[config.mk]
export PLATFORM = sky130hd
export DESIGN_NAME = i2s_tx_flat
export DESIGN_NICKNAME = d
export VERILOG_FILES = /design/src/rtl/audio_pkg.sv /design/src/rtl/i2s_tx_if.sv /design/src/rtl/i2s_sample_fifo.sv /design/src/rtl/i2s_tx.sv /design/src/flat_wrapper.sv
export SDC_FILE = /design/constraint.sdc
export NUM_CORES = 1
export LEC_CHECK = 0
export ABC_AREA = 1
export BUFFER_PORTS_ARGS = -buffer_cell sky130_fd_sc_hd__clkbuf_2
export CAP_MARGIN = 20
export CORE_MARGIN = 5
export CORE_UTILIZATION = 40
export CTS_CLUSTER_SIZE = 16
export DETAILED_ROUTE_END_ITERATION = 10
export MAX_ROUTING_LAYER = met4
export PLACE_DENSITY = 0.53
export REMOVE_ABC_BUFFERS = 1
export SLEW_MARGIN = 10
export SYNTH_ARGS = -nofsm -noshare
export SYNTH_HDL_FRONTEND = slang
export SYNTH_SLANG_ARGS = --single-unit
export TNS_END_PERCENT = 5
[constraint.sdc]
create_clock -name clk_in -period 7.08 [get_ports clk_in]
set_clock_uncertainty 0.05 [all_clocks]
set_input_delay 1.062 -clock clk_in [delete_from_list [all_inputs] [get_ports clk_in]]
set_output_delay 1.062 -clock clk_in [all_outputs]
set_load 0.01 [all_outputs]
[src/rtl/audio_pkg.sv]
// Shared audio types: default sample width, stereo pair, LRCLK polarity and
// the serializer state encoding.
package audio_pkg;

    localparam int unsigned SAMPLE_W = 16;
    localparam logic        LR_LEFT  = 1'b0;

    typedef struct packed {
        logic [SAMPLE_W-1:0] left;
        logic [SAMPLE_W-1:0] right;
    } pair_t;

    typedef enum logic [1:0] {
        IDLE,
        ARMED,
        SHIFT
    } tx_state_t;

endpackage

[src/rtl/i2s_tx_if.sv]
// Stereo sample handshake between the APU (master) and the I2S serializer (slave).
interface i2s_tx_if #(
    parameter int unsigned SAMPLE_W = audio_pkg::SAMPLE_W
);
    logic                s_valid;
    logic                s_ready;
    logic [SAMPLE_W-1:0] s_left;
    logic [SAMPLE_W-1:0] s_right;

    modport master (output s_valid, output s_left, output s_right, input  s_ready);
    modport slave  (input  s_valid, input  s_left, input  s_right, output s_ready);
endinterface

[src/rtl/i2s_sample_fifo.sv]
// Synchronous FIFO of stereo pairs with occupancy output; push and pop may
// coincide. Pointers wrap naturally at the power-of-two depth.
module i2s_sample_fifo #(
    parameter int unsigned FIFO_DEPTH = 8,
    parameter type         T          = audio_pkg::pair_t
) (
    input  logic                        clk_in,
    input  logic                        reset_n,
    input  logic                        push,
    input  T                            wr_data,
    input  logic                        pop,
    output T                            rd_data,
    output logic                        full,
    output logic                        empty,
    output logic [$clog2(FIFO_DEPTH):0] level
);
    localparam int unsigned AW = $clog2(FIFO_DEPTH);

    T              mem [FIFO_DEPTH];
    logic [AW-1:0] wr_ptr;
    logic [AW-1:0] rd_ptr;
    logic          push_ok;
    logic          pop_ok;

    assign full    = (level == (AW+1)'(FIFO_DEPTH));
    assign empty   = (level == '0);
    assign push_ok = push && !full;
    assign pop_ok  = pop && !empty;
    assign rd_data = mem[rd_ptr];

    always_ff @(posedge clk_in) begin
        if (push_ok) mem[wr_ptr] <= wr_data;
    end

    always_ff @(posedge clk_in or negedge reset_n) begin
        if (!reset_n) begin
            wr_ptr <= '0;
            rd_ptr <= '0;
            level  <= '0;
        end else begin
            if (push_ok) wr_ptr <= wr_ptr + 1'b1;
            if (pop_ok)  rd_ptr <= rd_ptr + 1'b1;
            case ({push_ok, pop_ok})
                2'b10:   level <= level + 1'b1;
                2'b01:   level <= level - 1'b1;
                default: level <= level;
            endcase
        end
    end
endmodule

[src/rtl/i2s_tx.sv]
// I2S transmitter: buffers stereo pairs and serializes them MSB-first on SDATA,
// driven by synchronized, edge-detected BCLK/LRCLK inside the clk_in domain.
module i2s_tx #(
    parameter int unsigned SAMPLE_W    = audio_pkg::SAMPLE_W,
    parameter int unsigned FIFO_DEPTH  = 8,
    parameter int unsigned SYNC_STAGES = 2
) (
    input  logic                        clk_in,
    input  logic                        reset_n,
    input  logic                        bclk_in,
    input  logic                        lrclk_in,
    input  logic                        pll_locked,
    input  logic                        enable,
    i2s_tx_if.slave                     s,
    output logic                        i2s_sdata,
    output logic                        underrun,
    output logic [$clog2(FIFO_DEPTH):0] fifo_level
);
    import audio_pkg::*;

    localparam int unsigned CW = $clog2(SAMPLE_W);

    typedef struct packed {
        logic [SAMPLE_W-1:0] left;
        logic [SAMPLE_W-1:0] right;
    } word_pair_t;

    logic [SYNC_STAGES-1:0] bclk_sync;
    logic [SYNC_STAGES-1:0] lr_sync;
    logic                   bclk_hist;
    logic                   lr_prev;
    logic                   bclk_s;
    logic                   lr_s;
    logic                   bfall;
    logic                   left_bound;
    logic                   right_bound;
    logic                   run_ok;
    logic                   enable_d;
    logic                   fifo_full;
    logic                   fifo_empty;
    logic                   push;
    logic                   pop;
    logic                   load;
    word_pair_t             wr_pair;
    word_pair_t             rd_data;
    word_pair_t             popped;
    logic [SAMPLE_W-1:0]    shreg;
    logic [SAMPLE_W-1:0]    right_hold;
    logic [SAMPLE_W-1:0]    load_word;
    logic [CW-1:0]          bit_cnt;
    tx_state_t              state;

    assign bclk_s      = bclk_sync[SYNC_STAGES-1];
    assign lr_s        = lr_sync[SYNC_STAGES-1];
    assign bfall       = bclk_hist && !bclk_s;
    assign left_bound  = bfall && (lr_s != lr_prev) && (lr_s == LR_LEFT);
    assign right_bound = bfall && (lr_s != lr_prev) && (lr_s != LR_LEFT);
    assign run_ok      = enable && pll_locked;

    assign s.s_ready = !fifo_full;
    assign push      = s.s_valid && !fifo_full;
    assign wr_pair   = {s.s_left, s.s_right};
    assign pop       = run_ok && left_bound && (state != IDLE) && !fifo_empty;
    assign load      = run_ok && (((state != IDLE) && left_bound) || ((state == SHIFT) && right_bound));

    always_comb begin
        popped    = fifo_empty ? '0 : rd_data;
        load_word = left_bound ? popped.left : right_hold;
    end

    always_ff @(posedge clk_in or negedge reset_n) begin
        if (!reset_n) begin
            bclk_sync <= '0;
            lr_sync   <= '0;
            bclk_hist <= 1'b0;
            lr_prev   <= 1'b0;
        end else begin
            bclk_sync <= {bclk_sync[SYNC_STAGES-2:0], bclk_in};
            lr_sync   <= {lr_sync[SYNC_STAGES-2:0], lrclk_in};
            bclk_hist <= bclk_s;
            if (bfall) lr_prev <= lr_s;
        end
    end

    i2s_sample_fifo #(
        .FIFO_DEPTH (FIFO_DEPTH),
        .T          (word_pair_t)
    ) u_fifo (
        .clk_in  (clk_in),
        .reset_n (reset_n),
        .push    (push),
        .wr_data (wr_pair),
        .pop     (pop),
        .rd_data (rd_data),
        .full    (fifo_full),
        .empty   (fifo_empty),
        .level   (fifo_level)
    );

    // Right word is captured at the left pop so the right slot never touches the FIFO.
    always_ff @(posedge clk_in or negedge reset_n) begin
        if (!reset_n) begin
            state      <= IDLE;
            i2s_sdata  <= 1'b0;
            shreg      <= '0;
            right_hold <= '0;
            bit_cnt    <= '0;
            underrun   <= 1'b0;
            enable_d   <= 1'b0;
        end else begin
            enable_d <= enable;
            if (enable && !enable_d) underrun <= 1'b0;

            if (!run_ok) begin
                state     <= IDLE;
                i2s_sdata <= 1'b0;
                bit_cnt   <= '0;
            end else if (state == IDLE) begin
                i2s_sdata <= 1'b0;
                state     <= ARMED;
            end else if (load) begin
                state     <= SHIFT;
                i2s_sdata <= load_word[SAMPLE_W-1];
                shreg     <= {load_word[SAMPLE_W-2:0], 1'b0};
                bit_cnt   <= CW'(SAMPLE_W - 1);
                if (left_bound) begin
                    right_hold <= popped.right;
                    if (fifo_empty) underrun <= 1'b1;
                end
            end else if ((state == SHIFT) && bfall) begin
                if (bit_cnt != '0) begin
                    i2s_sdata <= shreg[SAMPLE_W-1];
                    shreg     <= {shreg[SAMPLE_W-2:0], 1'b0};
                    bit_cnt   <= bit_cnt - 1'b1;
                end else begin
                    i2s_sdata <= 1'b0;
                end
            end
        end
    end
endmodule
[src/flat_wrapper.sv]
// flat-port wrapper written by rule: the top's interface ports become plain ports
module i2s_tx_flat import audio_pkg::*;
#(
    parameter int unsigned SAMPLE_W    = audio_pkg::SAMPLE_W,
    parameter int unsigned FIFO_DEPTH  = 8,
    parameter int unsigned SYNC_STAGES = 2
)
  (clk_in, reset_n, bclk_in, lrclk_in, pll_locked, enable, i2s_sdata, underrun, fifo_level, s_s_valid, s_s_left, s_s_right, s_s_ready);
  i2s_tx_if #(.SAMPLE_W(SAMPLE_W)) s_i ();
  input  logic clk_in;
  input  logic reset_n;
  input  logic bclk_in;
  input  logic lrclk_in;
  input  logic pll_locked;
  input  logic enable;
  output logic i2s_sdata;
  output logic underrun;
  output logic [$clog2(FIFO_DEPTH):0] fifo_level;
  input wire logic [$bits(s_i.s_valid)-1:0] s_s_valid;
  input wire logic [$bits(s_i.s_left)-1:0] s_s_left;
  input wire logic [$bits(s_i.s_right)-1:0] s_s_right;
  output wire logic [$bits(s_i.s_ready)-1:0] s_s_ready;
  assign s_i.s_valid = s_s_valid;
  assign s_i.s_left = s_s_left;
  assign s_i.s_right = s_s_right;
  assign s_s_ready = s_i.s_ready;
  i2s_tx #(.SAMPLE_W(SAMPLE_W), .FIFO_DEPTH(FIFO_DEPTH), .SYNC_STAGES(SYNC_STAGES)) u_core (.clk_in(clk_in), .reset_n(reset_n), .bclk_in(bclk_in), .lrclk_in(lrclk_in), .pll_locked(pll_locked), .enable(enable), .s(s_i), .i2s_sdata(i2s_sdata), .underrun(underrun), .fifo_level(fifo_level));
endmodule
==> flow_summary_export.csv, run 1 <==
group,metric,value,unit
outcome,status,"finished clean",
yosys,portion_of_the_post_synthesis_area_used_by_sequential_elements,69.3,%
grt,antenna_found_initial,2,
floorplan,design.core.area,32500,um2
cts,post_cts_buffers,0,
worst_setup_path,worst_setup_path_start_kind,"flop",
worst_setup_path,critPathLaunch,"u_core.u_fifo.rd_ptr[0]$_DFFE_PN0P_",
worst_setup_path,worst_ep_required_time,7.42,ns
place,routabilityCongestion,0.743,
yosys,synth.yosys.warnings,0,
cts,path_clk_slew,0.06,ns
min_path,min-delay-path-class,"flop to flop",
cts,cts_buffers,35,
timing,worst_pin_slew,1.10,ns
worst_setup_path,worstSetupEndpointType,"flop",
floorplan,count_of_pins_on_the_block_boundary,46,
cts,cts.root.buffer_cell,"sky130_fd_sc_hd__clkbuf_16",
power,powerDensity,332,nW/um2
cts,tritoncts,"built",
drt,route.vias.total,8431,
timing,final-hold-violation-count,0,
drt,route.detailed.vias_per_inst,4.95,
floorplan,initial_cell_density_of_the_core,40.4,%
finish,fin_nets,1278,
drt,detail_route.wl_per_cell,17.9,um
grt,overflow,0,
place,half_perimeter_wire_length_after_placement,16300,um
drt,remaining_drc_errors,0,
floorplan,row_count,66,
timing,drv_slew,0,
finish,fin_util,45.7,%
finish,drive_above_1_share,11.1,%
timing,fmax_achieved,297,MHz
finish,area.growth.synth_to_final,13.2,%
drt,wl_final,30500,um
cts,ctsLongestPathBuffers,3,
worst_setup_path,crit_fanout,70,
place,port_buffers,45,
cts,clkSinkCount,312,
worst_setup_path,crit_type,"flop to flop",
cts,htree_num_levels,2,
cts,cts.repair.resized,0,
cts,cts_hold_repair.buffers,0,
timing,rsz0062_at_grt,"no",
grt,grt_first_pass_wirelength,47900,um
yosys,netlist-cell-type-count,29,
min_path,min_from,"u_core.bclk_sync[0]$_DFF_PN0_",
floorplan,area_of_the_die,36500,um2
grt,grt_util_all_layers,17.4,%
timing,setup_viol_count_final,0,
cts,clock_insertion_delay_worst_skew,0.50,ns
yosys,synth_top_area_cell,"sky130_fd_sc_hd__edfxtp_1",
timing,timing.slew.headroom,26.5,%
timing,finalWorstPathRequiredPeriod,3.37,ns
grt,number_of_global_route_vias_before_repair,8252,
worst_setup_path,rr_startpoint,"u_core.u_fifo.rd_ptr[0]$_DFFE_PN0P_",
drt,ant_nets,0,
yosys,synth.top_cells.by_area,"sky130_fd_sc_hd__edfxtp_1 (59%), sky130_fd_sc_hd__dfrtp_1 (11%), sky130_fd_sc_hd__nand2_1 (8.0%)",
drt,drt_iter0_drc,623,
timing,period_share,47.6,%
yosys,postSynthRegisterBits,312,
yosys,instance_count_of_the_mapped_netlist,1193,
power,power.ir.vdd_worst,155,uV
grt,grt_start_max_net_pins,76,
worst_setup_path,timing.reg2reg.setup_slack,3.71,ns
timing,setup-tns-final,0,ns
timing,final.hold.worst_slack,0.298,ns
floorplan,die_h,191,um
power,power_leakage,5.91,nW
yosys,synth_largest_type_area_fraction,58.7,%
worst_setup_path,cp.arrival,3.71,ns
floorplan,fp.dieW,191,um
yosys,avgSynthCellArea,11.0,um2
yosys,mappedNetlistArea,13100,um2
flow_run,drv.max_cap_violation_count,0,
drt,first_pass_iters,5,
state kept, by name, summed over array words and instances, names as in the netlist:
signal                flops
u_core.state              2
u_core.u_fifo.rd_ptr      3
u_core.bclk_hist          1
u_core.bit_cnt            4
u_core.u_fifo.wr_ptr      3
u_core.lr_sync            2
u_core.u_fifo.mem       256
u_core.shreg             15
u_core.lr_prev            1
u_core.u_fifo.level       4
u_core.bclk_sync          2
u_core.right_hold        16
u_core.i2s_sdata          1
u_core.enable_d           1
u_core.underrun           1
cells in the final DEF, fill, tap and decap left out, types with 9 or more instances in the layout:
cell type                   synthesis  routed
sky130_fd_sc_hd__clkbuf_16          0      37
sky130_fd_sc_hd__nor2_1           139     131
sky130_fd_sc_hd__nor2_4             4      12
sky130_fd_sc_hd__clkbuf_2           0      45
sky130_fd_sc_hd__inv_1            114     114
sky130_fd_sc_hd__dfrtp_1           56      54
sky130_fd_sc_hd__a21oi_1           18      18
sky130_fd_sc_hd__o21ai_0           72      72
sky130_fd_sc_hd__nand2_1          281     281
sky130_fd_sc_hd__o211ai_1          35      35
sky130_fd_sc_hd__buf_4             10      16
sky130_fd_sc_hd__nand3_1          120     120
sky130_fd_sc_hd__clkinv_2           0       9
sky130_fd_sc_hd__edfxtp_1         256     256
layout make-up:
| type | count | area [um2] |
|---|---|---|
| Tap cell | 442 | 553 |
| Clock buffer | 46 | 980 |
| Sequential cell | 312 | 9090 |
| Fill cell | 3029 | 17600 |
| Timing Repair Buffer | 61 | 345 |
| Clock inverter | 17 | 104 |
| Multi-Input combinational cell | 705 | 3320 |
| Antenna cell | 2 | 5.00 |
| Inverter | 117 | 440 |
stage by stage:
| stage | area [um2] | instances | setup slack [ns] | total power [W] |
|---|---|---|---|---|
| 2_1_floorplan | 12800 | 1134 | 2.79 | 0.00292 |
| 3_3_place_gp | 13700 | 1637 | 3.75 | 0.00325 |
| 3_5_place_dp | 13700 | 1637 | 3.69 | 0.00327 |
| 4_1_cts | 14800 | 1700 | 3.68 | 0.00498 |
| 5_1_grt | 14800 | 1702 | 3.38 | 0.00519 |
| 6_report | 14800 | 1702 | 3.71 | 0.00493 |
worst max-delay path, cell delays in order (launching register included):
cell and delay [ns]:
sky130_fd_sc_hd__dfrtp_4 0.86, sky130_fd_sc_hd__clkinv_2 0.97, sky130_fd_sc_hd__buf_4 0.67, sky130_fd_sc_hd__nand2_1 0.15, sky130_fd_sc_hd__nand2_1 0.06, sky130_fd_sc_hd__nand2_1 0.05, sky130_fd_sc_hd__nand3_1 0.09, sky130_fd_sc_hd__nand3_1 0.10
sky130_fd_sc_hd__nand2_1 0.05, sky130_fd_sc_hd__nand2_1 0.05, sky130_fd_sc_hd__nand2_1 0.05
cell families (layout without fill, tap and decap cells):
| group | after synthesis | count (layout) | synth area share, % |
|---|---|---|---|
| adders and majority gates | 7 | 7 | 0.668 |
| DFF | 312 | 312 | 69.3 |
| AOI/OAI and AO/OA | 129 | 129 | 5.63 |
| other | 0 | 2 | 0 |
| and+or+nand+nor | 561 | 561 | 18.0 |
| xor gates and xnor gates | 8 | 8 | 0.535 |
| buffers and inverters | 176 | 241 | 5.81 |
metal layers:
metal / GRT usage [%] / share of wire [%] / vias up
li1: - / - / 4085
met1: 23.9 / 47 / 4136
met2: 27.5 / 46 / 160
met3: 2.79 / 5.1 / 50
met4: 4.14 / 2.0 / 0
met5: - / 0 / -
cells in the mapped netlist:
cell type,count
sky130_fd_sc_hd__inv_1,114
sky130_fd_sc_hd__or2_2,1
sky130_fd_sc_hd__o211ai_1,35
sky130_fd_sc_hd__a21oi_1,18
sky130_fd_sc_hd__nand2_2,7
sky130_fd_sc_hd__nor2_1,139
sky130_fd_sc_hd__nor2_2,2
sky130_fd_sc_hd__inv_2,3
sky130_fd_sc_hd__o21ai_1,2
sky130_fd_sc_hd__nor2_8,1
sky130_fd_sc_hd__nand3_1,120
sky130_fd_sc_hd__nand3b_1,2
sky130_fd_sc_hd__nor2_4,4
sky130_fd_sc_hd__xor2_1,6
sky130_fd_sc_hd__clkbuf_1,11
sky130_fd_sc_hd__buf_1,7
sky130_fd_sc_hd__ha_1,7
sky130_fd_sc_hd__o21ai_0,72
sky130_fd_sc_hd__xnor2_1,2
sky130_fd_sc_hd__nand3_4,1
sky130_fd_sc_hd__buf_6,4
sky130_fd_sc_hd__nand4_1,2
sky130_fd_sc_hd__edfxtp_1,256
sky130_fd_sc_hd__buf_4,10
sky130_fd_sc_hd__o21a_1,2
sky130_fd_sc_hd__nand2_1,281
sky130_fd_sc_hd__nor3_2,1
sky130_fd_sc_hd__dfrtp_1,56
sky130_fd_sc_hd__buf_2,27
where the power goes:
group | leakage [nW] | internal [W] | switching (W)
clock | 0.535 | 0.00101 | 0.000700
combinational | 2.33 | 0.000243 | 0.000607
sequential | 3.04 | 0.00224 | 0.000128
total | 5.91 | 0.00349 | 0.00143
path summary, 6_finish.rpt:
kind	to	cells past startpoint
max	u_core.shreg[9]$_DFFE_PN0P_	10
min	u_core.bclk_sync[1]$_DFF_PN0_	0
max reg2reg	u_core.shreg[9]$_DFFE_PN0P_	10
min reg2reg	u_core.bclk_sync[1]$_DFF_PN0_	0
max in group asynchronous	u_core.u_fifo.rd_ptr[0]$_DFFE_PN0P_	2
min in group asynchronous	u_core.u_fifo.level[2]$_DFFE_PN0P_	2
Note: power is estimated with default switching activity, not from simulation.
==> run 2: changes to the inputs <==
--- a/config.mk
+++ b/config.mk
@@ -13,7 +13,7 @@
 export CTS_CLUSTER_SIZE = 16
 export DETAILED_ROUTE_END_ITERATION = 10
 export MAX_ROUTING_LAYER = met4
-export PLACE_DENSITY = 0.53
+export PLACE_DENSITY = 0.55
 export REMOVE_ABC_BUFFERS = 1
 export SLEW_MARGIN = 10
 export SYNTH_ARGS = -nofsm -noshare
==> constraint.sdc (replaced) <==
create_clock -name clk_in -period 2.9 [get_ports clk_in]
set_clock_uncertainty 0.05 [all_clocks]
set_input_delay 0.435 -clock clk_in [delete_from_list [all_inputs] [get_ports clk_in]]
set_output_delay 0.435 -clock clk_in [all_outputs]
set_load 0.01 [all_outputs]
==> run 2 against run 1 <==
Effect of this change: flip-flop and latch count did not move; worst hold slack got worse by 0.14 ns; cell count rose by 0.24%; design area rose by 1.1%; maximum frequency rose by 49%; core utilization rose by 0.48 points; sequential share of layout area fell by 0.64 points; critical path type unchanged; largest cell class unchanged.
==> flow_summary_export.csv, run 2 (synthesized netlist as in run 1, its figures left out) <==
group,metric,value,unit
worst_setup_path,timing.reg2reg.setup_slack,0.64,ns
finish,max_flop_register,"u_core.u_fifo.mem",
worst_setup_path,worst_setup_path_start_kind,"flop",
finish,fin_nets,1287,
grt,busiest_layer,"met1",
grt,grt_first_pass_wirelength,47900,um
power,p_switching,0.00354,W
finish,fillers,2960,
worst_setup_path,timing.critical_path.cells,"nor2_1 -> nand3_1 -> nand2_1 -> inv_1 -> nand2_1 -> nor2_4 -> buf_12",
power,power.ir.vdd_worst,425,uV
floorplan,initial_cell_density_of_the_core,40.4,%
timing,setup_viol_count_final,0,
finish,area_occupied_by_registers,9090,um2
floorplan,die_h,191,um
cts,clkSinkCount,312,
timing,fmax_achieved,442,MHz
worst_setup_path,rr_endpoint,"u_core.u_fifo.mem[7][29]$_DFFE_PP_",
drt,route.vias.total,8370,
finish,mostFrequentLayoutCell,"sky130_fd_sc_hd__nand2_1",
worst_setup_path,most_repeated_library_cell_on_the_critical_path,"sky130_fd_sc_hd__nand2_1",
timing,timing.slew.headroom,55.8,%
grt,global_route.usage.met1,26.8,%
place,port_buffers,45,
flow_run,drv.max_cap_violation_count,0,
grt,groute.layer.met2.usage,24.8,%
power,power_leakage,5.96,nW
floorplan,design.core.area,32500,um2
finish,drive_above_1_share,11.0,%
worst_setup_path,path_delay_family,"simple AND/OR/NAND/NOR gates",
timing,final-hold-violation-count,0,
min_path,min-delay-path-class,"input port to flop",
finish,area_used_by_multi_input_combinational_logic,3320,um2
cts,cts_hold_repair.buffers,4,
cts,cts.root.buffer_cell,"sky130_fd_sc_hd__clkbuf_16",
worst_setup_path,path_length_in_cells_of_the_critical_path,7,
drt,first_pass_iters,5,
finish,largest_register_ffs,256,
worst_setup_path,cp.arrival,2.44,ns
worst_setup_path,rr_startpoint,"u_core.u_fifo.level[0]$_DFFE_PN0P_",
cts,htree_num_levels,2,
drt,ant_nets,0,
drt,detail_route.wl_per_cell,17.9,um
drt,drt_iter0_drc,721,
timing,worst_pin_slew,0.663,ns
floorplan,area_of_the_die,36500,um2
cts,cts.repair.resized,0,
finish,mostFrequentLayoutCells,"sky130_fd_sc_hd__nand2_1 (281), sky130_fd_sc_hd__edfxtp_1 (256), sky130_fd_sc_hd__nor2_1 (131)",
power,switching_share,29.4,%
power,p_clk_share,34.4,%
worst_setup_path,critical-path-max-stage-delay,0.45,ns
power,combPwrFrac,18.7,%
drt,route.detailed.vias_per_inst,4.91,
grt,overflow,0,
worst_setup_path,crit_slowest_cell,"sky130_fd_sc_hd__dfrtp_1",
timing,drv_slew,0,
worst_setup_path,worstSetupEndpointType,"flop",
floorplan,fp.dieW,191,um
finish,antenna_cell_count,0,
grt,grt_start_max_net_pins,133,
floorplan,row_count,66,
cts,ctsLongestPathBuffers,3,
worst_setup_path,crit_type,"flop to flop",
grt,antenna_found_initial,0,
floorplan,count_of_pins_on_the_block_boundary,46,
worst_setup_path,setup.worst_path.end,"u_core.u_fifo.mem[7][29]$_DFFE_PP_",
timing,rsz0062_at_grt,"no",
grt,number_of_global_route_vias_before_repair,8118,
grt,grt_util_all_layers,17.5,%
cts,post_cts_buffers,0,
worst_setup_path,cp_num_buf_inv,2,
cts,cts_buffers,36,
drt,remaining_drc_errors,0,
power,powerDensity,803,nW/um2
worst_setup_path,worst-r2r-cell-count,7,
timing,setup-tns-final,0,ns
power,cellInternalPower,0.00849,W
worst_setup_path,worst_ep_required_time,3.07,ns
place,half_perimeter_wire_length_after_placement,18600,um
worst_setup_path,critPathLaunch,"u_core.u_fifo.level[0]$_DFFE_PN0P_",
outcome,status,"finished clean",
finish,reg_top3,"u_core.u_fifo.mem: 256 flops, u_core.right_hold: 16 flops, u_core.shreg: 15 flops",
timing,final.hold.worst_slack,0.160,ns
cts,clock_insertion_delay_worst_skew,0.53,ns
worst_setup_path,crit_fanout,22,
grt,globalRouteMet3Util,2.96,%
drt,wl_final,30500,um
power,seq_power_share,46.9,%
cts,path_clk_slew,0.06,ns
cts,tritoncts,"built",
place,routabilityCongestion,0.802,
finish,area.growth.synth_to_final,14.4,%
timing,finalWorstPathRequiredPeriod,2.26,ns
timing,period_share,78.1,%
-- run 2: worst min-delay path by stage --
stage                                              from                            endpoint  slack, ns  cells after the start
final                                     s_s_right[13]  u_core.u_fifo.mem[0][13]$_DFFE_PP_       0.16                      1
after global routing                      s_s_right[13]  u_core.u_fifo.mem[0][13]$_DFFE_PP_       0.16                      1
after CTS                                 s_s_right[13]  u_core.u_fifo.mem[0][13]$_DFFE_PP_       0.14                      1
after detailed placement  u_core.bclk_sync[0]$_DFF_PN0_       u_core.bclk_sync[1]$_DFF_PN0_       0.29                      0
after global placement    u_core.bclk_sync[0]$_DFF_PN0_       u_core.bclk_sync[1]$_DFF_PN0_       0.29                      0
after floorplan                                 reset_n          u_core.bclk_hist$_DFF_PN0_       0.09                      0
-- run 2: power groups by stage --
| stage | combinational (W) | sequential [W] | clock (W) |
|---|---|---|---|
| after detailed placement | 0.00229 | 0.00573 | 0 |
| after global routing | 0.00256 | 0.00569 | 0.00445 |
| after global placement | 0.00227 | 0.00572 | 0 |
| after floorplan | 0.00126 | 0.00588 | 0 |
| after CTS | 0.00230 | 0.00564 | 0.00425 |
| final | 0.00225 | 0.00565 | 0.00414 |
-- run 2: layout make-up --
type                            count  area share [%]
Sequential cell                   312            60.7
Tap cell                          442            3.69
Inverter                          117            2.94
Clock buffer                       49            6.40
Timing Repair Buffer               69            3.44
Clock inverter                     12           0.768
Multi-Input combinational cell    705            22.1
-- run 2: per-layer routing --
metal,routed length (um),share of wire [%],up-vias
li1,-,-,4106
met1,15400,51,4053
met2,13100,43,177
met3,1550,5.1,34
met4,423,1.4,0
met5,0,0,-
-- run 2: stage by stage --
step	cells	total power (W)	util, %	area, um2	worst slack [ns]
finish	1706	0.0120	46.2	15000	0.636
global route	1706	0.0127	46.2	15000	0.431
CTS	1706	0.0122	46.2	15000	0.631
detailed placement	1641	0.00802	42.8	13900	0.631
global placement	1641	0.00799	42.8	13900	0.688
floorplan	1134	0.00714	-	12800	-1.39
-- run 2: worst reg2reg max path, stage by stage, from the launching register on --
cell	delay, ns
sky130_fd_sc_hd__dfrtp_1	0.45
sky130_fd_sc_hd__nor2_1	0.09
sky130_fd_sc_hd__nand3_1	0.09
sky130_fd_sc_hd__nand2_1	0.19
sky130_fd_sc_hd__inv_1	0.18
sky130_fd_sc_hd__nand2_1	0.25
sky130_fd_sc_hd__nor2_4	0.40
sky130_fd_sc_hd__buf_12	0.24
==> run 3: changes to the inputs <==
==> constraint.sdc (replaced) <==
create_clock -name clk_in -period 1.95 [get_ports clk_in]
set_clock_uncertainty 0.05 [all_clocks]
set_input_delay 0.2925 -clock clk_in [delete_from_list [all_inputs] [get_ports clk_in]]
set_output_delay 0.2925 -clock clk_in [all_outputs]
set_load 0.01 [all_outputs]
==> run 3 against run 2 <==
Effect of this change: worst hold slack worse by 0.14 ns; critical path type unchanged; critical endpoint is now u_core.u_fifo.level[2]$_DFFE_PN0P_; non-clock buffer count up 50; flip-flop and latch count unchanged; core utilization up 2.2 points; design area up 4.8%; register-to-register slack worse by 0.66 ns; combinational power up 76%; highest routed layer unchanged; the flow now finishes with violations (negative setup slack); critical path depth up 5; wire length up 1.6%; clock power up 56%; die area unchanged; global-route usage about the same.
==> flow_summary_export.csv, run 3 (synthesized netlist as in run 1, its figures left out) <==
group,metric,value,unit
drt,drt_iter0_drc,587,
grt,busiest_layer,"met2",
finish,max_flop_register,"u_core.u_fifo.mem",
finish,fin_nets,1336,
floorplan,initial_cell_density_of_the_core,40.4,%
worst_setup_path,timing.critical_path.cells,"inv_2 -> nand2_4 -> nor3_4 -> nand2_2 -> nor2_4 -> ha_4 -> xor2_2 -> ha_2 -> a21oi_2 -> nor2_1 -> nand3b_1 -> o21a_1",
place,placedInstanceArea,14400,um2
finish,drive_above_1_share,15.7,%
place,half_perimeter_wire_length_after_placement,19000,um
cts,cts.root.buffer_cell,"sky130_fd_sc_hd__clkbuf_16",
worst_setup_path,crit_type,"flop to flop",
timing,fmax_achieved,507,MHz
power,power_leakage,6.32,nW
grt,globalRouteMet3Util,2.63,%
power,powerDensity,1200,nW/um2
floorplan,area_of_the_die,36500,um2
finish,area.growth.synth_to_final,19.9,%
finish,area_used_by_multi_input_combinational_logic,3380,um2
place,routabilityCongestion,0.793,
grt,groute.layer.met2.usage,26.9,%
timing,finalWorstPathRequiredPeriod,1.97,ns
min_path,min-delay-path-class,"input port to flop",
worst_setup_path,crit_fanout,3,
floorplan,design.core.area,32500,um2
outcome,violations,"negative setup slack",
cts,tritoncts,"built",
cts,clock_insertion_delay_worst_skew,0.51,ns
drt,wl_final,31000,um
power,power.ir.vdd_worst,710,uV
drt,first_pass_iters,5,
finish,reg_top3,"u_core.u_fifo.mem: 256 flops, u_core.right_hold: 16 flops, u_core.shreg: 15 flops",
cts,path_clk_slew,0.06,ns
worst_setup_path,worstSetupEndpointType,"flop",
cts,cts_buffers,35,
grt,grt_util_all_layers,17.5,%
timing,period_share,101,%
grt,antenna_found_initial,0,
drt,detail_route.wl_per_cell,17.6,um
floorplan,fp.dieW,191,um
drt,route.vias.total,8671,
grt,number_of_global_route_vias_before_repair,8400,
timing,final-hold-violation-count,0,
timing,drv_slew,0,
worst_setup_path,worst_setup_path_start_kind,"flop",
cts,htree_num_levels,2,
floorplan,row_count,66,
worst_setup_path,path_delay_family,"simple AND/OR/NAND/NOR gates",
flow_run,drv.max_cap_violation_count,0,
finish,antenna_cell_count,0,
timing,rsz0062_at_grt,"yes",
worst_setup_path,cp.arrival,2.32,ns
drt,route.detailed.vias_per_inst,4.93,
outcome,status,"finished, violations left",
finish,fin_util,48.4,%
cts,clkSinkCount,312,
grt,global_route.usage.met1,24.9,%
worst_setup_path,critical-path-max-stage-delay,0.38,ns
worst_setup_path,worst_ep_required_time,2.29,ns
drt,ant_nets,0,
finish,largest_register_ffs,256,
timing,worst_pin_slew,0.428,ns
grt,grt_first_pass_wirelength,48500,um
timing,timing.slew.headroom,71.4,%
floorplan,count_of_pins_on_the_block_boundary,46,
finish,area_occupied_by_registers,9090,um2
timing,setup-tns-final,-0.0238,ns
worst_setup_path,crit_slowest_cell,"sky130_fd_sc_hd__dfrtp_1",
finish,fillers,2939,
timing,setup_viol_count_final,1,
worst_setup_path,cp_num_buf_inv,1,
floorplan,die_h,191,um
drt,remaining_drc_errors,0,
place,dp_slack,-0.0503,ns
grt,grt_start_max_net_pins,70,
cts,ctsLongestPathBuffers,3,
finish,fin_area,15700,um2
grt,overflow,0,
finish,mostFrequentLayoutCell,"sky130_fd_sc_hd__nand2_1",
timing,min_setup_slack_post_route,-0.0238,ns
place,port_buffers,45,
finish,mostFrequentLayoutCells,"sky130_fd_sc_hd__nand2_1 (279), sky130_fd_sc_hd__edfxtp_1 (256), sky130_fd_sc_hd__nor2_1 (130)",
run 3: changes by cell type in the layout (fill, tap and decap cells not counted), sizes merged:
cell,previous run,this run
clkbuf,94,98
bufinv,0,1
clkinvlp,0,1
inv,119,117
dlygate4sd3,4,5
buf,20,69
clkinv,10,9
run 3: stage by stage:
stage	hold WS [ns]	cells	total power (W)
3_3_place_gp	0.182	1688	0.0124
5_1_grt	0.0182	1759	0.0198
6_report	0.0191	1759	0.0188
4_1_cts	0.00605	1757	0.0190
2_1_floorplan	-0.0531	1134	0.0106
3_5_place_dp	0.182	1688	0.0125
run 3: timing repair:
action	CTS	global route
hold endpoints to repair	17	0
setup endpoints to repair	10	2
pin swaps	0	4
buffers inserted	0	2
hold buffers	5	0
resized for setup	6	9
run 3: worst paths after layout:
path                                               start                             endpoint  slack, ns  depth (start not counted)
max in group asynchronous                        reset_n  u_core.u_fifo.wr_ptr[2]$_DFFE_PN0P_       1.13                          3
max                        u_core.bclk_sync[1]$_DFF_PN0_   u_core.u_fifo.level[2]$_DFFE_PN0P_      -0.02                         12
min reg2reg                u_core.bclk_sync[0]$_DFF_PN0_        u_core.bclk_sync[1]$_DFF_PN0_       0.31                          0
min                                          s_s_left[5]   u_core.u_fifo.mem[0][21]$_DFFE_PP_       0.02                          1
min in group asynchronous                        reset_n         u_core.shreg[11]$_DFFE_PN0P_       0.19                          2
max reg2reg                u_core.bclk_sync[1]$_DFF_PN0_   u_core.u_fifo.level[2]$_DFFE_PN0P_      -0.02                         12
run 3: layout make-up:
type | instances | area share (%)
Timing Repair Buffer | 119 | 7.00
Clock inverter | 11 | 0.637
Multi-Input combinational cell | 705 | 21.5
Clock buffer | 53 | 6.71
Sequential cell | 312 | 57.9
Inverter | 117 | 2.80
Tap cell | 442 | 3.52
run 3: routing by layer:
layer	vias up	share of wire (%)
li1	4203	-
met1	4220	47
met2	195	46
met3	53	5.0
met4	0	1.9
met5	-	0
run 3: power breakdown:
part           switching, W  internal [W]  leakage, nW
registers          0.000251       0.00813         3.04
logic               0.00256       0.00140         2.71
clock network       0.00259       0.00389        0.569
total               0.00540        0.0134         6.32
